File: config.mk
export PLATFORM = sky130hd
export DESIGN_NAME = morse_stream_decoder_flat
export DESIGN_NICKNAME = d
export VERILOG_FILES = /design/src/rtl/morse_stream_decoder_if.sv /design/src/rtl/morse_stream_decoder.sv /design/src/flat_wrapper.sv
export SDC_FILE = /design/constraint.sdc
export NUM_CORES = 1
export LEC_CHECK = 0
export BUFFER_PORTS_ARGS = -buffer_cell sky130_fd_sc_hd__buf_2
export CAP_MARGIN = 20
export CORE_MARGIN = 2
export CORE_UTILIZATION = 65
export DETAILED_ROUTE_END_ITERATION = 16
export PLACE_DENSITY = 0.83
export SLEW_MARGIN = 20
export SYNTH_ARGS = -nofsm -noshare
export SYNTH_HDL_FRONTEND = slang
export SYNTH_SLANG_ARGS = --single-unit
File: constraint.sdc
create_clock -name clk -period 5.01 [get_ports clk]
set_input_delay 1.2525 -clock clk [delete_from_list [all_inputs] [get_ports clk]]
set_output_delay 1.2525 -clock clk [all_outputs]
set_load 0.02 [all_outputs]
File: src/rtl/morse_stream_decoder_if.sv
// morse_stream_decoder_if: decoded ASCII character stream with valid/ready handshake
interface morse_stream_decoder_if;
  logic [7:0] out_data;
  logic       out_valid;
  logic       out_ready;
  modport master (output out_data, output out_valid, input out_ready);
  modport slave  (input out_data, input out_valid, output out_ready);
endinterface

File: src/rtl/morse_stream_decoder.sv
// morse_stream_decoder: CW level / manual strobes -> dots, dashes, gaps -> ASCII characters in a FIFO
module morse_stream_decoder #(
  parameter int UNIT_CYCLES   = 1000,
  parameter int GLITCH_CYCLES = 4,
  parameter int MAX_SYMS      = 6,
  parameter int FIFO_DEPTH    = 8
) (
  input  logic                          clk,
  input  logic                          rst,
  input  logic                          rx_cw,
  input  logic                          dot_inp,
  input  logic                          dash_inp,
  input  logic                          char_space_inp,
  input  logic                          word_space_inp,
  morse_stream_decoder_if.master        m_out,
  output logic [$clog2(FIFO_DEPTH):0]   fifo_level,
  output logic                          overflow,
  output logic                          busy
);
  localparam int SAT = 8 * UNIT_CYCLES;
  localparam int CW  = $clog2(SAT + 1);
  localparam int NW  = $clog2(MAX_SYMS + 1);
  localparam int AW  = $clog2(FIFO_DEPTH);
  localparam logic [CW-1:0] C_SAT = CW'(SAT);
  localparam logic [CW-1:0] C_GL  = CW'(GLITCH_CYCLES);
  localparam logic [CW-1:0] C_DOT = CW'(2 * UNIT_CYCLES);
  localparam logic [CW-1:0] C_CH  = CW'(3 * UNIT_CYCLES - 1);
  localparam logic [CW-1:0] C_WD  = CW'(7 * UNIT_CYCLES - 1);

  typedef enum logic [1:0] {IDLE, EMIT_CHAR, EMIT_SPACE} state_t;

  logic [1:0]          r_sync;
  logic                r_cw_d;
  logic [CW-1:0]       r_mark, r_space;
  logic [MAX_SYMS-1:0] r_pat;
  logic [NW-1:0]       r_cnt;
  logic                r_too_long;
  state_t              r_state, w_next;
  logic [7:0]          r_code;
  logic                r_sp_pend, r_any, r_last_sp;
  logic [7:0]          r_mem [FIFO_DEPTH];
  logic [AW-1:0]       r_rd, r_wr;
  logic [AW:0]         r_level;
  logic                r_ovf;

  logic w_cw, w_fall, w_acc, w_quiet;
  logic w_rx_dot, w_rx_dash, w_rx_char, w_rx_word, w_man;
  logic w_ev_dot, w_ev_dash, w_ev_char, w_ev_word, w_sym;
  logic w_bad, w_take, w_char_go, w_space_go;
  logic w_push, w_last_sp, w_any, w_valid, w_pop, w_full, w_wr;
  logic [7:0] w_code, w_push_data;

  function automatic logic [7:0] f_decode(input logic [7:0] k);
    case (k)
      8'b010_00001: return 8'h41;
      8'b100_01000: return 8'h42;
      8'b100_01010: return 8'h43;
      8'b011_00100: return 8'h44;
      8'b001_00000: return 8'h45;
      8'b100_00010: return 8'h46;
      8'b011_00110: return 8'h47;
      8'b100_00000: return 8'h48;
      8'b010_00000: return 8'h49;
      8'b100_00111: return 8'h4A;
      8'b011_00101: return 8'h4B;
      8'b100_00100: return 8'h4C;
      8'b010_00011: return 8'h4D;
      8'b010_00010: return 8'h4E;
      8'b011_00111: return 8'h4F;
      8'b100_00110: return 8'h50;
      8'b100_01101: return 8'h51;
      8'b011_00010: return 8'h52;
      8'b011_00000: return 8'h53;
      8'b001_00001: return 8'h54;
      8'b011_00001: return 8'h55;
      8'b100_00001: return 8'h56;
      8'b011_00011: return 8'h57;
      8'b100_01001: return 8'h58;
      8'b100_01011: return 8'h59;
      8'b100_01100: return 8'h5A;
      8'b101_11111: return 8'h30;
      8'b101_01111: return 8'h31;
      8'b101_00111: return 8'h32;
      8'b101_00011: return 8'h33;
      8'b101_00001: return 8'h34;
      8'b101_00000: return 8'h35;
      8'b101_10000: return 8'h36;
      8'b101_11000: return 8'h37;
      8'b101_11100: return 8'h38;
      8'b101_11110: return 8'h39;
      default:      return 8'h3F;
    endcase
  endfunction

  assign w_cw      = r_sync[1];
  assign w_fall    = r_cw_d & ~w_cw;
  assign w_acc     = w_fall & (r_mark >= C_GL);
  assign w_rx_dot  = w_acc & (r_mark < C_DOT);
  assign w_rx_dash = w_acc & (r_mark >= C_DOT);
  // a rejected glitch counts as space, so the gap timer carries on from where it was
  assign w_quiet   = ~w_cw & ~w_acc;
  assign w_rx_char = w_quiet & (r_space == C_CH);
  assign w_rx_word = w_quiet & (r_space == C_WD);
  assign w_man     = ~(w_rx_dot | w_rx_dash | w_rx_char | w_rx_word);
  assign w_ev_word = w_rx_word | (w_man & word_space_inp);
  assign w_ev_char = w_rx_char | (w_man & ~word_space_inp & char_space_inp);
  assign w_ev_dash = w_rx_dash | (w_man & ~word_space_inp & ~char_space_inp & dash_inp);
  assign w_ev_dot  = w_rx_dot | (w_man & ~word_space_inp & ~char_space_inp & ~dash_inp & dot_inp);
  assign w_sym     = w_ev_dot | w_ev_dash;

  assign w_bad  = r_too_long | (r_cnt > NW'(5)) | ((r_pat >> 5) != '0);
  assign w_code = w_bad ? 8'h3F : f_decode({r_cnt[2:0], r_pat[4:0]});

  assign w_last_sp  = w_push ? (w_push_data == 8'h20) : r_last_sp;
  assign w_any      = w_push | r_any;
  assign w_take     = (r_state != EMIT_CHAR) | ~r_sp_pend;
  assign w_char_go  = w_take & (w_ev_char | w_ev_word) & (r_cnt != '0);
  assign w_space_go = w_take & w_ev_word & (r_cnt == '0) & w_any & ~w_last_sp;

  always_ff @(posedge clk or negedge rst)
    if (!rst) r_state <= IDLE;
    else      r_state <= w_next;

  always_comb
    w_next = w_char_go ? EMIT_CHAR :
             w_space_go ? EMIT_SPACE :
             (r_state == EMIT_CHAR && r_sp_pend) ? EMIT_SPACE : IDLE;

  always_comb begin
    w_push      = r_state != IDLE;
    w_push_data = r_state == EMIT_CHAR ? r_code : 8'h20;
  end

  assign w_valid = r_level != '0;
  assign w_pop   = w_valid & m_out.out_ready;
  assign w_full  = r_level == (AW+1)'(FIFO_DEPTH);
  assign w_wr    = w_push & (~w_full | w_pop);

  always_ff @(posedge clk or negedge rst)
    if (!rst) begin
      r_sync     <= '0;
      r_cw_d     <= 1'b0;
      r_mark     <= '0;
      r_space    <= '0;
      r_pat      <= '0;
      r_cnt      <= '0;
      r_too_long <= 1'b0;
      r_code     <= '0;
      r_sp_pend  <= 1'b0;
      r_any      <= 1'b0;
      r_last_sp  <= 1'b0;
      r_rd       <= '0;
      r_wr       <= '0;
      r_level    <= '0;
      r_ovf      <= 1'b0;
    end else begin
      r_sync    <= {r_sync[0], rx_cw};
      r_cw_d    <= w_cw;
      r_mark    <= w_cw ? (r_mark == C_SAT ? r_mark : r_mark + CW'(1)) : '0;
      r_space   <= w_cw ? r_space : w_acc ? '0 : (r_space == C_SAT ? r_space : r_space + CW'(1));
      r_sp_pend <= w_char_go & w_ev_word;
      r_any     <= w_any;
      r_last_sp <= w_last_sp;
      if (w_char_go) begin
        r_code     <= w_code;
        r_pat      <= '0;
        r_cnt      <= '0;
        r_too_long <= 1'b0;
      end else if (w_sym) begin
        if (r_cnt == NW'(MAX_SYMS)) r_too_long <= 1'b1;
        else begin
          r_pat <= {r_pat[MAX_SYMS-2:0], w_ev_dash};
          r_cnt <= r_cnt + NW'(1);
        end
      end
      if (w_wr) r_wr <= r_wr + AW'(1);
      if (w_pop) r_rd <= r_rd + AW'(1);
      r_level <= r_level + (AW+1)'(w_wr) - (AW+1)'(w_pop);
      if (w_push & w_full & ~w_pop) r_ovf <= 1'b1;
    end

  always_ff @(posedge clk)
    if (w_wr) r_mem[r_wr] <= w_push_data;

  assign m_out.out_valid = w_valid;
  assign m_out.out_data  = w_valid ? r_mem[r_rd] : 8'h00;
  assign fifo_level      = r_level;
  assign overflow        = r_ovf;
  assign busy            = (r_cnt != '0) | (r_state != IDLE);
endmodule

File: src/flat_wrapper.sv
// flat-port wrapper written by rule: the top's interface ports become plain ports
module morse_stream_decoder_flat 
#(
  parameter int UNIT_CYCLES   = 1000,
  parameter int GLITCH_CYCLES = 4,
  parameter int MAX_SYMS      = 6,
  parameter int FIFO_DEPTH    = 8
)
  (clk, rst, rx_cw, dot_inp, dash_inp, char_space_inp, word_space_inp, fifo_level, overflow, busy, m_out_out_data, m_out_out_valid, m_out_out_ready);
  morse_stream_decoder_if m_out_i ();
  input  logic clk;
  input  logic rst;
  input  logic rx_cw;
  input  logic dot_inp;
  input  logic dash_inp;
  input  logic char_space_inp;
  input  logic word_space_inp;
  output logic [$clog2(FIFO_DEPTH):0] fifo_level;
  output logic overflow;
  output logic busy;
  output wire logic [$bits(m_out_i.out_data)-1:0] m_out_out_data;
  output wire logic [$bits(m_out_i.out_valid)-1:0] m_out_out_valid;
  input wire logic [$bits(m_out_i.out_ready)-1:0] m_out_out_ready;
  assign m_out_out_data = m_out_i.out_data;
  assign m_out_out_valid = m_out_i.out_valid;
  assign m_out_i.out_ready = m_out_out_ready;
  morse_stream_decoder #(.UNIT_CYCLES(UNIT_CYCLES), .GLITCH_CYCLES(GLITCH_CYCLES), .MAX_SYMS(MAX_SYMS), .FIFO_DEPTH(FIFO_DEPTH)) u_core (.clk(clk), .rst(rst), .rx_cw(rx_cw), .dot_inp(dot_inp), .dash_inp(dash_inp), .char_space_inp(char_space_inp), .word_space_inp(word_space_inp), .m_out(m_out_i), .fifo_level(fifo_level), .overflow(overflow), .busy(busy));
endmodule
* Word-level counts from Yosys, hierarchy flattened
Memory sizes are Yosys's and may differ from the RTL's.
Cells that the tools add are included.
** Operators by class
- Bitwise operators :: 50
- Add/subtract/negate cells :: 7
- Reduce and logical (&&, ||, !) cells :: 10
- Multiplexer cells :: 23
- Equality and inequality tests :: 48
- Magnitude comparators :: 4
** Operator list (number)
- $pmux W7 S36 :: 1
- $eq A8 B8 Y1 const B :: 22
- $eq A8 B7 Y1 const B :: 12
- $mux W13 :: 4
- $eq A13 B13 Y1 const B :: 3
- $add A13 B1 Y13 const B :: 2
- $and A1 B1 Y1 :: 25
- $eq A8 B6 Y1 const B :: 3
- $mux W6 :: 3
- $mux W8 :: 2
- $or A1 B1 Y1 :: 15
- $eq A13 B12 Y1 const B :: 1
- $ge A13 B11 Y1 const B :: 1
- $ge A13 B3 Y1 const B :: 1
- $lt A13 B11 Y1 const B :: 1
- $not A1 Y1 :: 10
- $add A3 B1 Y3 const B :: 3
- $mux W3 :: 3
- $mux W7 :: 1
- $mux W1 :: 6
- $mux W2 :: 3
- $ne A2 B1 Y1 const B :: 3
- $reduce_and A2 Y1 :: 3
- $reduce_bool A2 Y1 :: 3
- 11 further kinds :: 11
** Storage, ports and cells
- Memory bits (writable) :: 64
- Register bits :: 63
- Logic and storage cells :: 159
- Bits of input ports :: 8
- Output and inout port bits :: 15
- Memories :: 1
** Memories
- u_core.r_mem :: depth 8, bits a word 8, read ports 1, clocked after Yosys merged registers in 0, wr ports 1, line morse_stream_decoder.sv:41 : logic [7:0] r_mem [FIFO_DEPTH];

* Depth between registers and ports, before layout
- Depth in word-level cells :: 17
- Gate-level depth with buffers :: 13
- Depth with buffers taken out :: 12

* Worst setup path after synthesis
No wires, ideal clock.
- Kind :: reg2out
- From :: register u_core.r_rd[0]
- To :: output port m_out_out_data[2]
- Path slack :: 1753 ps
- Stages on the path, launching flop included :: 6
- Buffers on the path :: 2
- Arrival :: 2005 ps
- Path through :: dfrtp_1 -> clkbuf_1 -> buf_1 -> mux4_2 -> mux2i_1 -> nor2_1
** Between the ends
- Cells in the longest elaborated chain, start to end :: 2
** RTL lines
- from (decl) :: line morse_stream_decoder.sv:42 : logic [AW-1:0] r_rd, r_wr;
- from (signal assigned) :: line morse_stream_decoder.sv:177 : if (w_pop) r_rd <= r_rd + AW'(1);
- $mem_v2 Z8 W8
- $mux W8 :: line morse_stream_decoder.sv:186 : assign m_out.out_data = w_valid ? r_mem[r_rd] : 8'h00;
- to (decl) :: line flat_wrapper.sv:21 : output wire logic [$bits(m_out_i.out_data)-1:0] m_out_out_data;
No other way between the ends.

* Final worst setup path
Ends and elaborated chain as after synthesis.

==> results.ini <==
[status]
status = finished, final reports clean

[cts]
cts_sinks = 118
clock_latency_ps = 510
cts_buffers = 17
clockBufferDepth = 2
cts_resized = 0
cts_setup_buffers = 0
cts_tree = built
htree_levels = 4
clk_pin_slew_ps = 60
cts_hold_buf = 0
cts_root_buf = clkbuf_8

[placement]
io_buffers = 21
dp_hpwl_um = 8060
placed_area_um2 = 6270
gp_congestion = 0.905
dp_cells = 649
dp_slack_ps = 1640

[grt]
antenna_found_initial = 0
grt_max_degree = 63
grt_overflow = 0
track_usage = 0.272
grt_pass1_vias = 4287
grt_pass1_wl_um = 21300

[synth]
synth-edff-count = 56
yosys-top-cells-count = nor2_1 (66), dfrtp_1 (62), edfxtp_1 (56)
yosys_most_used_dff = dfrtp_1
synth.area.top_cells = edfxtp_1 (27%), dfrtp_1 (25%), mux4_2 (5.1%)
syn_inst = 545
synth_top_area_frac = 0.274
syn_nets = 570
synth.most_common_cell = nor2_1
seq_area_frac_synth = 0.526
synthArstFlopShare = 0.525
ys_ff_latch = 118
ys.warnings.count = 0
synth_area_per_cell_um2 = 11.3
synth.largest_area_cell = edfxtp_1
syn_area_um2 = 6140
yosys.cell_types.count = 69

[floorplan]
rows = 35
die_w_um = 101
dieArea_um2 = 10200
fp.dieH_um = 101
core_area_um2 = 9200
pin_count = 23
start_util = 0.668

[detailed_routing]
postRouteAntennaNets = 0
drc_errors = 0
first_pass_iters = 5
vias = 4349
wl_per_cell_um = 18.7
drt_wl_total_um = 12700
routed_via_density = 6.39
drt_iter0_markers = 224

[timing]
relSlewSlack = 0.288
setup_ws_ps = 1260
worst_slew_pin_slew_ps = 1060
fin_crit_ps = 3750
clock_skew_ps = 6.08
fin_crit_sh = 0.749
fin_setup_tns_ps = 0
clock.fmax_ghz = 0.267
hold_viol_final = 0
rsz0062_at_grt = false
report.final.slew_viol_count = 0
setup_viol = 0

[power_and_ir_drop]
peakVddDrop_uv = 295
powerDensity_nw_per_um2 = 593
p_leak_uw = 0.00278

[finish]
fin_util = 0.747
area_growth_pct = 11.9
drive_gt1_frac = 0.151
diodes = 0
stdcell_area_um2 = 6870
final_nets = 582
stdcell_count = 681

[setup_path]
crit_fanout = 16
reg2reg_depth = 6
worstPathRequired_ps = 3760
ff2ff_setup_slack_ps = 2090
critPathLaunchType = flip-flop
endpoint_kind = primary output
r2r_end = u_core.r_code[0]$_DFFE_PN0P_
r2r_start = u_core.r_pat[2]$_DFFE_PN0P_
crit_type = flip-flop to primary output
crit_arrival_ps = 2500

[min_path]
holdPathStages = 0
hold_start = u_core.r_sync[0]$_DFF_PN0_
min_to = u_core.r_sync[1]$_DFF_PN0_
min_path_type = flip-flop to flip-flop

[job]
drv_cap = 0

-- worst max-delay path, cell delays in order (launching register included) --
cell,delay [ps]
dfrtp_1,960
mux4_2,640
mux2i_1,160
nor2_1,60
buf_2,160
-- routing by layer --
metal	vias to the layer above	track usage	routed length, um
li1	2026	-	-
met1	2141	0.371	5600
met2	157	0.439	6200
met3	25	0.0545	711
met4	0	0.0977	218
met5	-	0	0
-- state kept, by name, indices dropped and copies added (netlist names) --
register           flops
u_core.overflow        1
u_core.r_too_long      1
u_core.r_wr            3
u_core.r_space        13
u_core.r_mark         13
u_core.r_state         2
u_core.r_pat           6
u_core.r_last_sp       1
u_core.r_cw_d          1
u_core.r_any           1
u_core.r_mem          56
u_core.fifo_level      4
u_core.r_sync          2
u_core.r_sp_pend       1
u_core.r_rd            3
u_core.r_code          7
u_core.r_cnt           3
-- per-stage QoR --
| step | hold WS, ps | total power [uW] |
|---|---|---|
| 3_5_place_dp | 368 | 2860 |
| 2_1_floorplan | 331 | 2510 |
| 4_1_cts | 379 | 4080 |
| 3_3_place_gp | 336 | 2780 |
| 6_report | 383 | 4070 |
| 5_1_grt | 389 | 4330 |
-- cells in the final DEF, fill, tap and decap left out, drive strengths merged, types with 3 or more instances in the layout --
cell      synthesis  final
nor2             68     68
dfrtp            62     62
edfxtp           56     56
nand2            35     35
inv              26     28
buf              12     23
o21ai            19     19
nand3            18     18
nor3             18     18
clkbuf           18     17
a21oi            16     16
ha               16     16
xor2             15     15
xnor2            15     15
mux4             14     14
mux2i            14     14
nor2b             9      9
nor4              8      8
clkinv            1      8
nand4             7      7
and2              6      6
nand2b            6      6
and3              6      6
nor4b             6      6
a31oi             6      6
or3               5      5
nor4bb            4      4
and4b             4      4
a211oi            4      4
nor3b             4      4
or4               4      4
o31ai             3      3
a32oi             3      3
clkinvlp          0      3
bufinv            0      3
a41oi             3      3
-- final cells by class --
cell class,instances,area (um^2)
clock buffer,17,414
clock inverter,15,180
multi-input combinational,370,2690
inverter,27,101
fill,589,2320
tap,111,139
sequential,118,3230
timing repair buffer,23,120
-- logic make-up after synthesis --
group,count (synthesis),synth area share
AO/OA/AOI/OAI,75,0.0878
XOR/XNOR,30,0.0428
adder cells (fa/ha/maj),17,0.0359
buffers and inverters,57,0.0381
flip-flops,118,0.526
multiplexers,30,0.0778
other,1,0.000611
AND/OR/NAND/NOR,217,0.191
-- power breakdown --
group | leakage, uW | internal [uW] | switching, uW
sequential | 0.00129 | 1280 | 293
clock | 0.000284 | 759 | 437
combinational | 0.00120 | 559 | 749
-- worst max-delay path by stage --
stage                                              end  cells past startpoint                        from  slack [ps]
after floorplan                      m_out_out_data[2]                      5  u_core.r_rd[0]$_DFFE_PN0P_        1750
after global placement    u_core.r_mem[4][0]$_DFFE_PP_                      7             m_out_out_ready        1860
after detailed placement  u_core.r_mem[4][5]$_DFFE_PP_                      7             m_out_out_ready        1640
after CTS                            m_out_out_data[2]                      4  u_core.r_rd[0]$_DFFE_PN0P_        1190
after global routing                 m_out_out_data[2]                      4  u_core.r_rd[0]$_DFFE_PN0P_        1070
final                                m_out_out_data[2]                      4  u_core.r_rd[0]$_DFFE_PN0P_        1260
Power figures use the tool's default switching activity.
